==> src/rtl/conv_input_sequencer_pkg.sv <==
// conv_seq_pkg: shared types and constants for the convolution input sequencer.
// Holds the sequencer state enum, vector geometry and the geometry port width.
package conv_seq_pkg;

    localparam int VEC_W      = 64;
    localparam int CH_PER_VEC = 8;
    localparam int PIPE_LAT   = 2;
    localparam int DIM_W      = 16;

    typedef enum logic [1:0] {
        IDLE,
        RUN,
        DRAIN,
        DONE
    } state_t;

    // Number of 8-channel vectors per pixel; leftover channels are dropped.
    function automatic logic [DIM_W-1:0] groups_of(input logic [DIM_W-1:0] channels);
        return channels >> $clog2(CH_PER_VEC);
    endfunction

endpackage

==> src/rtl/conv_input_sequencer_if.sv <==
// conv_input_sequencer_if: feature-map BRAM read port plus the pixel stream
// towards the window generator, including the downstream stall request.
// master = sequencer side, slave = BRAM / window generator side.
interface conv_input_sequencer_if #(
    parameter int ADDR_W = 20
);
    import conv_seq_pkg::*;

    logic              stall;
    logic              rd_en;
    logic [ADDR_W-1:0] rd_addr;
    logic [VEC_W-1:0]  rd_data;
    logic [VEC_W-1:0]  pixel_out;
    logic              pixel_valid;
    logic              pixel_last;

    modport master (
        input  stall, rd_data,
        output rd_en, rd_addr, pixel_out, pixel_valid, pixel_last
    );

    modport slave (
        output stall, rd_data,
        input  rd_en, rd_addr, pixel_out, pixel_valid, pixel_last
    );

endinterface

==> src/rtl/conv_input_sequencer_pos_counter.sv <==
// conv_seq_pos_counter: walks the zero-padded grid with g innermost, then x,
// then y, and flags border (pad) positions and the final position.
// x and y carry one extra bit so W+1 / H+1 never overflow.
module conv_seq_pos_counter
    import conv_seq_pkg::*;
(
    input  logic             clk,
    input  logic             rst,
    input  logic             load,
    input  logic             advance,
    input  logic [DIM_W-1:0] width,
    input  logic [DIM_W-1:0] height,
    input  logic [DIM_W-1:0] groups,
    output logic             is_pad,
    output logic             is_last
);

    logic [DIM_W-1:0] g;
    logic [DIM_W:0]   x;
    logic [DIM_W:0]   y;
    logic [DIM_W:0]   x_max;
    logic [DIM_W:0]   y_max;
    logic             g_wrap;
    logic             x_wrap;

    assign x_max  = {1'b0, width}  + (DIM_W+1)'(1);
    assign y_max  = {1'b0, height} + (DIM_W+1)'(1);
    assign g_wrap = (g == groups - DIM_W'(1));
    assign x_wrap = (x == x_max);

    assign is_pad  = (x == '0) || (x == x_max) || (y == '0) || (y == y_max);
    assign is_last = g_wrap && x_wrap && (y == y_max);

    // Nested counters: g rolls into x, x rolls into y; a new layer restarts at 0.
    always_ff @(posedge clk) begin
        if (rst || load) begin
            g <= '0;
            x <= '0;
            y <= '0;
        end else if (advance) begin
            if (g_wrap) begin
                g <= '0;
                if (x_wrap) begin
                    x <= '0;
                    y <= y + (DIM_W+1)'(1);
                end else begin
                    x <= x + (DIM_W+1)'(1);
                end
            end else begin
                g <= g + DIM_W'(1);
            end
        end
    end

endmodule

==> src/rtl/conv_input_sequencer.sv <==
// conv_input_sequencer: per-layer front end of the 3x3 window datapath.
// Issues one padded-grid position per unstalled RUN cycle, reads interior
// pixels from the feature-map BRAM and emits zero vectors on the border,
// two cycles after issue. Optional statistics counters are built only when
// CONV_SEQ_STATS_EN is defined; otherwise stat_* are tied to zero.
module conv_input_sequencer
    import conv_seq_pkg::*;
#(
    parameter int ADDR_W = 20
) (
    input  logic                   clk,
    input  logic                   rst,
    input  logic                   start,
    input  logic [DIM_W-1:0]       cfg_width,
    input  logic [DIM_W-1:0]       cfg_height,
    input  logic [DIM_W-1:0]       cfg_channels,
    input  logic [ADDR_W-1:0]      cfg_base,
    conv_input_sequencer_if.master bus,
    output logic [DIM_W-1:0]       win_width,
    output logic [DIM_W-1:0]       win_channels,
    output logic                   busy,
    output logic                   done,
    output logic [31:0]            stat_beats,
    output logic [31:0]            stat_stalls
);

    state_t            state;
    state_t            state_next;
    logic [DIM_W-1:0]  width_q;
    logic [DIM_W-1:0]  height_q;
    logic [DIM_W-1:0]  groups_q;
    logic [DIM_W-1:0]  cfg_groups;
    logic [ADDR_W-1:0] addr_cnt;
    logic [1:0]        drain_cnt;
    logic              start_ok;
    logic              degenerate;
    logic              issue;
    logic              is_pad;
    logic              is_last;
    logic              s1_valid;
    logic              s1_pad;
    logic              s1_last;

    assign cfg_groups = groups_of(cfg_channels);
    assign start_ok   = start && (state == IDLE);
    assign degenerate = (cfg_groups == '0) || (cfg_width == '0) || (cfg_height == '0);
    assign issue      = (state == RUN) && !bus.stall;

    assign busy        = (state == RUN) || (state == DRAIN);
    assign done        = (state == DONE);
    assign bus.rd_en   = issue && !is_pad;
    assign bus.rd_addr = bus.rd_en ? addr_cnt : '0;

    conv_seq_pos_counter u_pos (
        .clk     (clk),
        .rst     (rst),
        .load    (start_ok),
        .advance (issue),
        .width   (width_q),
        .height  (height_q),
        .groups  (groups_q),
        .is_pad  (is_pad),
        .is_last (is_last)
    );

    // State register.
    always_ff @(posedge clk) begin
        if (rst) state <= IDLE;
        else     state <= state_next;
    end

    // Next-state: degenerate layers skip straight to DONE; DRAIN waits out the pipeline.
    always_comb begin
        state_next = state;
        case (state)
            IDLE:    if (start) state_next = degenerate ? DONE : RUN;
            RUN:     if (issue && is_last) state_next = DRAIN;
            DRAIN:   if (drain_cnt == 2'(PIPE_LAT - 1)) state_next = DONE;
            DONE:    state_next = IDLE;
            default: state_next = IDLE;
        endcase
    end

    // Cycles spent in DRAIN.
    always_ff @(posedge clk) begin
        if (rst || state != DRAIN) drain_cnt <= '0;
        else                       drain_cnt <= drain_cnt + 2'd1;
    end

    // Geometry latched on an accepted start; the window generator sees the padded width.
    always_ff @(posedge clk) begin
        if (rst) begin
            width_q      <= '0;
            height_q     <= '0;
            groups_q     <= '0;
            win_width    <= '0;
            win_channels <= '0;
        end else if (start_ok) begin
            width_q      <= cfg_width;
            height_q     <= cfg_height;
            groups_q     <= cfg_groups;
            win_width    <= cfg_width + DIM_W'(2);
            win_channels <= cfg_channels;
        end
    end

    // Interior reads are contiguous, so a plain incrementing address suffices.
    always_ff @(posedge clk) begin
        if (rst)            addr_cnt <= '0;
        else if (start_ok)  addr_cnt <= cfg_base;
        else if (bus.rd_en) addr_cnt <= addr_cnt + ADDR_W'(1);
    end

    // Stage 1: flags ride alongside the BRAM read latency.
    always_ff @(posedge clk) begin
        if (rst) begin
            s1_valid <= 1'b0;
            s1_pad   <= 1'b0;
            s1_last  <= 1'b0;
        end else begin
            s1_valid <= issue;
            s1_pad   <= is_pad;
            s1_last  <= is_last;
        end
    end

    // Stage 2: register either a zero border vector or the BRAM word.
    always_ff @(posedge clk) begin
        if (rst) begin
            bus.pixel_valid <= 1'b0;
            bus.pixel_last  <= 1'b0;
            bus.pixel_out   <= '0;
        end else begin
            bus.pixel_valid <= s1_valid;
            bus.pixel_last  <= s1_valid && s1_last;
            bus.pixel_out   <= (s1_valid && !s1_pad) ? bus.rd_data : '0;
        end
    end

`ifdef CONV_SEQ_STATS_EN
    logic [31:0] beats_q;
    logic [31:0] stalls_q;

    // Saturating beat and stall counters, cleared per layer.
    always_ff @(posedge clk) begin
        if (rst || start_ok) begin
            beats_q  <= '0;
            stalls_q <= '0;
        end else begin
            if (bus.pixel_valid && beats_q != '1)
                beats_q <= beats_q + 32'd1;
            if (state == RUN && bus.stall && stalls_q != '1)
                stalls_q <= stalls_q + 32'd1;
        end
    end

    assign stat_beats  = beats_q;
    assign stat_stalls = stalls_q;
`else
    assign stat_beats  = '0;
    assign stat_stalls = '0;
`endif

endmodule

==> src/flat_wrapper.sv <==
// flat-port wrapper written by rule: the top's interface ports become plain ports
module conv_input_sequencer_flat import conv_seq_pkg::*;
#(
    parameter int ADDR_W = 20
)
  (clk, rst, start, cfg_width, cfg_height, cfg_channels, cfg_base, win_width, win_channels, busy, done, stat_beats, stat_stalls, bus_stall, bus_rd_data, bus_rd_en, bus_rd_addr, bus_pixel_out, bus_pixel_valid, bus_pixel_last);
  conv_input_sequencer_if #(.ADDR_W(ADDR_W)) bus_i ();
  input  logic clk;
  input  logic rst;
  input  logic start;
  input  logic [DIM_W-1:0] cfg_width;
  input  logic [DIM_W-1:0] cfg_height;
  input  logic [DIM_W-1:0] cfg_channels;
  input  logic [ADDR_W-1:0] cfg_base;
  output logic [DIM_W-1:0] win_width;
  output logic [DIM_W-1:0] win_channels;
  output logic busy;
  output logic done;
  output logic [31:0] stat_beats;
  output logic [31:0] stat_stalls;
  input wire logic [$bits(bus_i.stall)-1:0] bus_stall;
  input wire logic [$bits(bus_i.rd_data)-1:0] bus_rd_data;
  output wire logic [$bits(bus_i.rd_en)-1:0] bus_rd_en;
  output wire logic [$bits(bus_i.rd_addr)-1:0] bus_rd_addr;
  output wire logic [$bits(bus_i.pixel_out)-1:0] bus_pixel_out;
  output wire logic [$bits(bus_i.pixel_valid)-1:0] bus_pixel_valid;
  output wire logic [$bits(bus_i.pixel_last)-1:0] bus_pixel_last;
  assign bus_i.stall = bus_stall;
  assign bus_i.rd_data = bus_rd_data;
  assign bus_rd_en = bus_i.rd_en;
  assign bus_rd_addr = bus_i.rd_addr;
  assign bus_pixel_out = bus_i.pixel_out;
  assign bus_pixel_valid = bus_i.pixel_valid;
  assign bus_pixel_last = bus_i.pixel_last;
  conv_input_sequencer #(.ADDR_W(ADDR_W)) u_core (.clk(clk), .rst(rst), .start(start), .cfg_width(cfg_width), .cfg_height(cfg_height), .cfg_channels(cfg_channels), .cfg_base(cfg_base), .bus(bus_i), .win_width(win_width), .win_channels(win_channels), .busy(busy), .done(done), .stat_beats(stat_beats), .stat_stalls(stat_stalls));
endmodule
==> config.mk <==
export PLATFORM = sky130hd
export DESIGN_NAME = conv_input_sequencer_flat
export DESIGN_NICKNAME = d
export VERILOG_FILES = /design/src/rtl/conv_input_sequencer_pkg.sv /design/src/rtl/conv_input_sequencer_if.sv /design/src/rtl/conv_input_sequencer_pos_counter.sv /design/src/rtl/conv_input_sequencer.sv /design/src/flat_wrapper.sv
export SDC_FILE = /design/constraint.sdc
export NUM_CORES = 1
export LEC_CHECK = 0
export CORE_MARGIN = 2
export CORE_UTILIZATION = 45
export CTS_CLUSTER_SIZE = 24
export DETAILED_ROUTE_END_ITERATION = 12
export PLACE_DENSITY = 0.77
export SLEW_MARGIN = 40
export SYNTH_ARGS = -nofsm -noshare
export SYNTH_HDL_FRONTEND = slang
export SYNTH_SLANG_ARGS = --single-unit
export TNS_END_PERCENT = 1
==> constraint.sdc <==
create_clock -name clk -period 9.2 [get_ports clk]
set_input_delay 1.84 -clock clk [delete_from_list [all_inputs] [get_ports clk]]
set_output_delay 1.84 -clock clk [all_outputs]
set_load 0.02 [all_outputs]
# Yosys cells after proc, flatten, opt, wreduce, memory -nomap -nowiden
# Index checks and enable logic that the tools add are counted.
dict set report classes {
  reduce_logical 30
  shift 0
  addsub 9
  n_div 0
  n_eq_ne 11
  muxes 10
  n_mul 0
  magnitude_cmp 0
  bitwise 1
}
# cell n
set ops {}
lappend ops {{$mux W20} 3}
lappend ops {{$logic_not A16 Y1} 3}
lappend ops {{$add A16 B1 Y17 const B} 2}
lappend ops {{$add A17 B1 Y17 const B} 2}
lappend ops {{$eq A17 B17 Y1} 2}
lappend ops {{$logic_not A17 Y1} 2}
lappend ops {{$add A20 B1 Y20 const B} 1}
lappend ops {{$mux W17} 1}
lappend ops {{$add A16 B1 Y16 const B} 1}
lappend ops {{$add A16 B2 Y16 const B} 1}
lappend ops {{$eq A16 B16 Y1} 1}
lappend ops {{$mux W16} 1}
lappend ops {{$sub A13 B1 Y14 const B} 1}
lappend ops {{$logic_and A1 B1 Y1} 8}
lappend ops {{$logic_or A1 B1 Y1} 8}
lappend ops {{$mux W2} 4}
lappend ops {{$ne A2 B2 Y1 const B} 4}
lappend ops {{$pmux W2 S4} 1}
lappend ops {{$reduce_and A3 Y1} 2}
lappend ops {{$eq A2 B1 Y1 const B} 2}
lappend ops {{$eq A2 B2 Y1 const B} 2}
lappend ops {{$logic_not A1 Y1} 3}
lappend ops {{$add A2 B1 Y2 const B} 1}
lappend ops {{$logic_not A2 Y1} 1}
lappend ops {{other kinds (4)} 4}
dict set report totals {
  latch_bits 0
  rom_bits 0
  n_memories 0
  out_inout_bits 185
  ramBits 0
  regBits 220
}

# Longest topological paths before layout
# Gate-level depths: netlist of run 1.
dict set report depth {
  ltp_word 9
  mapped_depth 13
}

# By module
# A second synthesis of run 1 with hierarchy kept.
dict set report unflattened {
  cells_unflattened 1261
  hier_area_um2 10497.6
}
# module cells_each n_inst area_each_um2
set modules_own_cells {}
lappend modules_own_cells {conv_input_sequencer 712 1 6302.3}
lappend modules_own_cells {conv_seq_pos_counter 549 1 4195.3}

# Worst setup path after synthesis of run 1
# No wires, ideal clock.
dict set report synth_path {
  path_kind {input to output}
  startpoint {in bus_stall}
  endpoint {out bus_rd_addr[0]}
  path_stages 5
  arrival_time_ns 3.020
  path_slack_ns 4.340
  t_required_ns 7.360
  path_cell_list {nand2b_1 -> clkbuf_1 -> a21oi_1 -> clkbuf_1 -> and3_1}
}
dict set report synth_between {
  elab_chain_len 4
}
# element line
set synth_rtl {}
lappend synth_rtl {{start: declaration} flat_wrapper.sv:21} ;# input wire logic [$bits(bus_i.stall)-1:0] bus_stall;
lappend synth_rtl {{$logic_not A1 Y1} conv_input_sequencer.sv:47} ;# assign issue = (state == RUN) && !bus.stall;
lappend synth_rtl {{$logic_and A1 B1 Y1} conv_input_sequencer.sv:47}
lappend synth_rtl {{$logic_and A1 B1 Y1} conv_input_sequencer.sv:51} ;# assign bus.rd_en = issue && !is_pad;
lappend synth_rtl {{$mux W20} conv_input_sequencer.sv:52} ;# assign bus.rd_addr = bus.rd_en ? addr_cnt : '0;
lappend synth_rtl {{end: declaration} flat_wrapper.sv:24} ;# output wire logic [$bits(bus_i.rd_addr)-1:0] bus_rd_addr;
# No other way between the ends.

# Final worst setup path of run 1
dict set report layout_path {
  startpoint {reg u_core.width_q[0]}
  endpoint {out bus_rd_en}
}
dict set report layout_between {
  elab_chain_len 7
}
# element line
set layout_rtl {}
lappend layout_rtl {{start: declaration} conv_input_sequencer.sv:29} ;# logic [DIM_W-1:0] width_q;
lappend layout_rtl {{start signal: assignment} conv_input_sequencer.sv:99} ;# width_q <= cfg_width;
lappend layout_rtl {{$add A16 B1 Y17} conv_input_sequencer_pos_counter.sv:26} ;# assign x_max = {1'b0, width} + (DIM_W+1)'(1);
lappend layout_rtl {{$eq A17 B17 Y1} conv_input_sequencer_pos_counter.sv:31} ;# assign is_pad = (x == '0) || (x == x_max) || (y == '0) || (y == y_max);
lappend layout_rtl {{$logic_or A1 B1 Y1 (3 in a row)} conv_input_sequencer_pos_counter.sv:31}
lappend layout_rtl {{$logic_not A1 Y1} conv_input_sequencer.sv:51}
lappend layout_rtl {{$logic_and A1 B1 Y1} conv_input_sequencer.sv:51}
lappend layout_rtl {{end: declaration} flat_wrapper.sv:23} ;# output wire logic [$bits(bus_i.rd_en)-1:0] bus_rd_en;
# No other way between the ends.

==> results of run 1 <==
==> final cells by class <==
cell class | instances | area [um2]
Clock inverter | 9 | 98.8
Timing Repair Buffer | 262 | 2610
Inverter | 33 | 124
Multi-Input combinational cell | 960 | 5650
Clock buffer | 33 | 703
Tap cell | 285 | 357
Sequential cell | 206 | 4120
Fill cell | 2016 | 9050
==> per-layer routing <==
layer | share of wire (%) | up-vias | track usage [%]
met4 | 2.3 | 0 | 6.77
met1 | 45 | 4444 | 33.6
met5 | 0 | - | 0
met2 | 46 | 323 | 37.0
li1 | - | 4697 | -
met3 | 7.4 | 52 | 4.14
==> Yosys cell counts (all sizes together) (3+ instances only) <==
cell     count  share of area, %
and3        50               3.0
a31oi        9              0.54
nand3       37               1.8
nor3        24               1.2
nor2b        8              0.48
a211oi      18               1.3
xnor2       55               4.6
o21ai       45               2.2
a311oi       4              0.34
nor2        87               3.1
o21a         3              0.22
ha          16               1.9
mux2i        8              0.77
o211ai       3              0.22
o2111ai      4              0.34
inv         33               1.2
dfxtp      206                40
xor2        54               4.5
and4         9              0.76
nand2      157               5.7
buf         75               5.3
or2          3              0.18
nor4b        6              0.50
clkbuf      60               2.2
a31o         6              0.50
nor4        31               2.1
and2        73               4.4
a21oi       89               4.3
a221oi       3              0.25
nand4       37               2.4
or3         20               1.2
nand2b       3              0.18
or4          6              0.50
==> logic make-up after synthesis <==
group | count (synthesis)
simple gates | 558
flops | 206
compound gates | 203
buf+inv | 168
xor+xnor | 109
fa+ha+maj | 16
mux | 10
other cells | 1
==> metrics by stage <==
| stage | hold WS [ns] | std cells | util, % | cell area (um2) |
|---|---|---|---|---|
| finish | 0.428 | 1788 | 60.2 | 13700 |
| global route | 0.449 | 1788 | 60.2 | 13700 |
| CTS | 0.429 | 1788 | 60.1 | 13700 |
| detailed placement | 0.421 | 1746 | 56.6 | 12900 |
| global placement | 0.405 | 1746 | 56.6 | 12900 |
| floorplan | 0.397 | 1334 | - | 10700 |
==> registers in the layout, indices dropped and copies added, names as in the netlist, 15 cells and up <==
register,count
u_core.bus.pixel_out,64
u_core.addr_cnt,20
u_core.u_pos.x,17
u_core.u_pos.y,17
u_core.height_q,16
u_core.u_pos.g,16
u_core.width_q,16
u_core.win_channels,16
u_core.win_width,15
==> power by group <==
| part | total (mW) | internal (mW) | switching [mW] | leakage, nW |
|---|---|---|---|---|
| sequential | 1.10 | 0.987 | 0.112 | 1.68 |
| combinational | 0.751 | 0.310 | 0.441 | 3.14 |
| clock | 0.956 | 0.586 | 0.370 | 0.406 |
| total | 2.81 | 1.88 | 0.922 | 5.22 |
==> worst paths after layout <==
kind                              end  slack, ns
setup reg to reg    u_core.u_pos.y[5]       5.20
setup / recovery            bus_rd_en       3.00
hold reg to reg   u_core.drain_cnt[0]       0.43
hold / removal    u_core.drain_cnt[0]       0.43
==> results.sh, run 1 <==
export IMPL_status="finished, final reports clean"
export IMPL_num_rows=55
export IMPL_gp_congestion=0.897
export IMPL_ant_nets=0
export IMPL_synthMuxAreaShare_pct=0.985
export IMPL_clk_path_buf_depth=3
export IMPL_worstHoldPathType="flop to flop"
export IMPL_diodes=0
export IMPL_synth_area_per_cell_um2=8.20
export IMPL_synth_xor_area_share_pct=9.16
export IMPL_max_stage_delay_ns=0.58
export IMPL_grt_use_total_pct=23.7
export IMPL_setup_tns_ns=0
export IMPL_critical_path_class="flop to output port"
export IMPL_detailed_place_hpwl_um=22800
export IMPL_synth_cell_type_count=63
export IMPL_grt_max_degree=81
export IMPL_grt_first_pass_wirelength_um=46200
export IMPL_syn_area_um2=10400
export IMPL_antenna_found_initial=1
export IMPL_synth_compound_area_share_pct=11.7
export IMPL_hold_depth=1
export IMPL_grt_pass1_vias=8601
export IMPL_power_density_nw_per_um2=205
export IMPL_synthAdderAreaFrac_pct=1.92
export IMPL_critPathLaunch="u_core.width_q[0]"
export IMPL_wl_um=30300
export IMPL_cp_cell_sequence="ha_1, nand4_1, or4_1, xor2_1, o22ai_1, nor4b_1, a21oi_2, buf_4, and2_1, clkdlybuf4s50_1"
export IMPL_rsz0062_at_grt="no"
export IMPL_leakage_nw=5.22
export IMPL_reg2reg_depth=10
export IMPL_synth_top_family_by_area="simple AND/OR/NAND/NOR gates"
export IMPL_io_pins=321
export IMPL_synth_seq_cells=206
export IMPL_die_w_um=156
export IMPL_cts_num_sinks=206
export IMPL_synth_flop_cell="dfxtp_1"
export IMPL_syn_inst=1271
export IMPL_finalMaxSlewViolations=0
export IMPL_cts_setup_buffers=0
export IMPL_finalNetCount=1638
export IMPL_end_kind="output port"
export IMPL_drive_above_1_share_pct=4.86
export IMPL_clk_latency_ns=0.52
export IMPL_final_setup_skew_ns=0.00988
export IMPL_preCtsSetupSlack_ns=3.24
export IMPL_finalHoldViolCount=0
export IMPL_setup_viol=0
export IMPL_synth_edf_count=0
export IMPL_initialDrtViolationCount=890
export IMPL_period_share_pct=67.3
export IMPL_cts_root_buffer="clkbuf_16"
export IMPL_wl_per_cell_um=17.0
export IMPL_dr_pass1_iters=5
export IMPL_synth_warnings=0
export IMPL_cp_depth=10
export IMPL_dieArea_um2=24400
export IMPL_drc=0
export IMPL_crit_path_max_fanout=36
export IMPL_numCtsBuffers=23
export IMPL_fin_ws_ns=3.00
export IMPL_cts_hold_buffers=0
export IMPL_final_cell_mix="clkdlybuf4s50_1, dfxtp_1, nand2_1"
export IMPL_start_kind="flop"
export IMPL_grt_overflow_total=0
export IMPL_timing_rr_start="u_core.width_q[0]"
export IMPL_cp_arrival_ns=4.36
export IMPL_ys_async_sr_fraction_pct=0
export IMPL_cts_resized_gates=0
export IMPL_io_buffers=256
export IMPL_area_growth_synth_to_final_pct=31.1
export IMPL_final_common_cell="clkdlybuf4s50_1"
export IMPL_worstHoldStart="u_core.drain_cnt[0]"
export IMPL_fp_dieH_um=156
export IMPL_core_area_um2=22700
export IMPL_fin_crit_ns=6.20
export IMPL_synthSimpleGateAreaFrac_pct=28.0
export IMPL_cp_buffers_inverters=2
export IMPL_yosysSeqAreaShare_pct=39.6
export IMPL_crit_slowest_cell="clkdlybuf4s50_1"
export IMPL_max_cap_viol_count=0
export IMPL_power_mw=2.81
export IMPL_path_delay_family="simple AND/OR/NAND/NOR gates"
export IMPL_tightestPinTransition_ns=0.770
export IMPL_worstPathRequired_ns=7.36
export IMPL_start_util_pct=45.9
export IMPL_drt_vias_per_instance=5.32
export IMPL_vias=9516
export IMPL_clkSlewWorstSetupHoldPaths_ns=0.06
export IMPL_cts_htree_levels=1
export IMPL_cts_tree="done"
export IMPL_vdd_ir_drop_max_mv=0.0959
export IMPL_slew_headroom_pct=48.0
export IMPL_fmax_mhz=161
(Power assumes the default switching activity.)
==> inputs of run 2 (changes only) <==
CORE_UTILIZATION = 43   (was 45)
clock period = 5.5 ns   (was 9.2 ns; I/O delays follow)
==> run 2 against run 1 <==
  * Setup slack got worse by 2.8 ns
  * Global-route usage fell by 1.3 points
  * Sequential cell count is the same
  * Sequential share of layout area down 0.13 points
  * Hold slack better by 0.0070 ns
  * Design area is 0.45% higher
==> results.sh, run 2 (synthesized netlist as in run 1, its figures left out) <==
export IMPL_fin_ws_ns=0.238
export IMPL_finalMaxSlewViolations=0
export IMPL_cp_cell_sequence="ha_1, nand4_1, or4_1, xor2_1, o22ai_1, nor4b_2, a21oi_2, buf_4, and2_2, clkdlybuf4s50_1"
export IMPL_final_common_cell="clkdlybuf4s50_1"
export IMPL_setup_tns_ns=0
export IMPL_start_util_pct=44.1
export IMPL_num_rows=56
export IMPL_cts_num_sinks=206
export IMPL_slew_headroom_pct=45.8
export IMPL_io_buffers=256
export IMPL_finalHoldViolCount=0
export IMPL_preCtsSetupSlack_ns=0.729
export IMPL_cts_hold_buffers=0
export IMPL_grt_pass1_vias=8771
export IMPL_crit_slowest_cell="clkdlybuf4s50_1"
export IMPL_worstPathRequired_ns=4.40
export IMPL_vdd_ir_drop_max_mv=0.238
export IMPL_end_kind="output port"
export IMPL_clkSlewWorstSetupHoldPaths_ns=0.06
export IMPL_worstHoldStart="u_core.drain_cnt[0]"
export IMPL_clkPwrFrac_pct=33.4
export IMPL_max_stage_delay_ns=0.65
export IMPL_hold_depth=1
export IMPL_rr_endpoint="u_core.u_pos.y[5]"
export IMPL_place_area_um2=12900
export IMPL_fmax_mhz=190
export IMPL_final_setup_skew_ns=0.0142
export IMPL_diodes=0
export IMPL_die_w_um=160
export IMPL_ant_nets=0
export IMPL_rsz0062_at_grt="no"
export IMPL_dr_pass1_iters=4
export IMPL_fp_dieH_um=160
export IMPL_status="finished, final reports clean"
export IMPL_io_pins=321
export IMPL_initialDrtViolationCount=831
export IMPL_wl_per_cell_um=16.5
export IMPL_drt_vias_per_instance=5.18
export IMPL_p_sw_mw=1.53
export IMPL_timing_rr_start="u_core.win_channels[3]"
export IMPL_cts_tree="done"
export IMPL_detailed_place_hpwl_um=22700
export IMPL_finalNetCount=1641
export IMPL_dieArea_um2=25500
export IMPL_worstHoldPathType="flop to flop"
export IMPL_internal_power_mw=3.14
export IMPL_utilization_pct=58.1
export IMPL_pwr_share_comb_pct=27.3
export IMPL_critical_path_class="flop to output port"
export IMPL_grt_overflow_total=0
export IMPL_largest_register_ffs=64
export IMPL_crit_path_max_fanout=36
export IMPL_area_growth_synth_to_final_pct=31.7
export IMPL_fin_crit_ns=5.26
export IMPL_whs_endpoint="u_core.drain_cnt[0]"
export IMPL_clk_path_buf_depth=3
export IMPL_final_cell_mix="clkdlybuf4s50_1, dfxtp_1, nand2_1"
export IMPL_p_seq_share_pct=39.3
export IMPL_gp_congestion=0.914
export IMPL_largest_register="u_core.bus.pixel_out"
export IMPL_vias=9446
export IMPL_reg2reg_depth=11
export IMPL_clk_latency_ns=0.51
export IMPL_power_density_nw_per_um2=341
export IMPL_dpl_cell_count=1782
export IMPL_wl_um=30000
export IMPL_antenna_found_initial=1
export IMPL_cts_root_buffer="clkbuf_16"
export IMPL_rrSetupSlack_ns=1.67
export IMPL_reg_top3="u_core.bus.pixel_out (64), u_core.addr_cnt (20)"
export IMPL_period_share_pct=95.7
export IMPL_max_cap_viol_count=0
export IMPL_tightestPinTransition_ns=0.811
export IMPL_setup_viol=0
export IMPL_p_sw_share_pct=32.8
export IMPL_numCtsBuffers=23
export IMPL_grt_use_total_pct=22.3
export IMPL_final_cells=1823
export IMPL_final_area_um2=13700
export IMPL_drive_above_1_share_pct=4.92
export IMPL_drc=0
export IMPL_grt_max_degree=81
export IMPL_leakage_nw=5.22
export IMPL_grt_first_pass_wirelength_um=46900
export IMPL_cts_htree_levels=1
export IMPL_cp_arrival_ns=4.16
export IMPL_start_kind="flop"
export IMPL_core_area_um2=23600
run 2: repair_timing:
action,CTS,global route
endpoints found under the setup margin,0,1
setup buffers,0,0
gates resized for setup,0,2
run 2: power groups by stage:
stage	sequential (mW)	combinational, mW	clock [mW]
2_1_floorplan	1.87	0.809	0
3_3_place_gp	1.86	1.22	0
3_5_place_dp	1.86	1.24	0
4_1_cts	1.83	1.25	1.59
5_1_grt	1.86	1.40	1.65
6_report	1.84	1.28	1.56
run 2: area by class of cell:
type	count	area, um2
clock inverters	7	95.1
flip-flops and latches	206	4120
repair buffers	265	2640
fillers	2103	9890
multi-input cells	960	5660
inverters	33	124
clock buffers	33	683
well taps	319	399
run 2: how the worst max path moves through the flow:
stage | startpoint | endpoint | slack [ns] | cells past startpoint
finish | u_core.width_q[0] | bus_rd_en | 0.24 | 10
global route | u_core.width_q[0] | bus_rd_en | 0.005 | 10
CTS | u_core.width_q[0] | bus_rd_en | 0.18 | 10
detailed placement | u_core.width_q[0] | bus_rd_en | 0.73 | 10
global placement | u_core.width_q[0] | bus_rd_en | 0.85 | 10
floorplan | u_core.width_q[0] | bus_rd_addr[0] | 1.60 | 9
run 2: stage by stage:
step	total power, mW	hold slack (ns)
CTS	4.68	0.440
detailed placement	3.11	0.431
finish	4.68	0.435
global route	4.92	0.452
floorplan	2.68	0.397
global placement	3.08	0.406
run 2: routing by layer:
| layer | global-route usage, % | share of wire [%] | vias to the layer above |
|---|---|---|---|
| li1 | - | - | 4698 |
| met1 | 30.0 | 45 | 4422 |
| met2 | 37.1 | 47 | 271 |
| met3 | 3.95 | 5.9 | 53 |
| met4 | 5.87 | 2.4 | 2 |
| met5 | 0 | 0.027 | - |
run 2: critical path: cells and delay by family, from the launching register on:
kind	cells	cell delay (ns)
and+or+nand+nor	4	1.33
buffers and inverters	2	0.97
DFF	1	0.49
adders and majority gates	1	0.32
AOI/OAI and AO/OA	2	0.28
xor gates and xnor gates	1	0.26
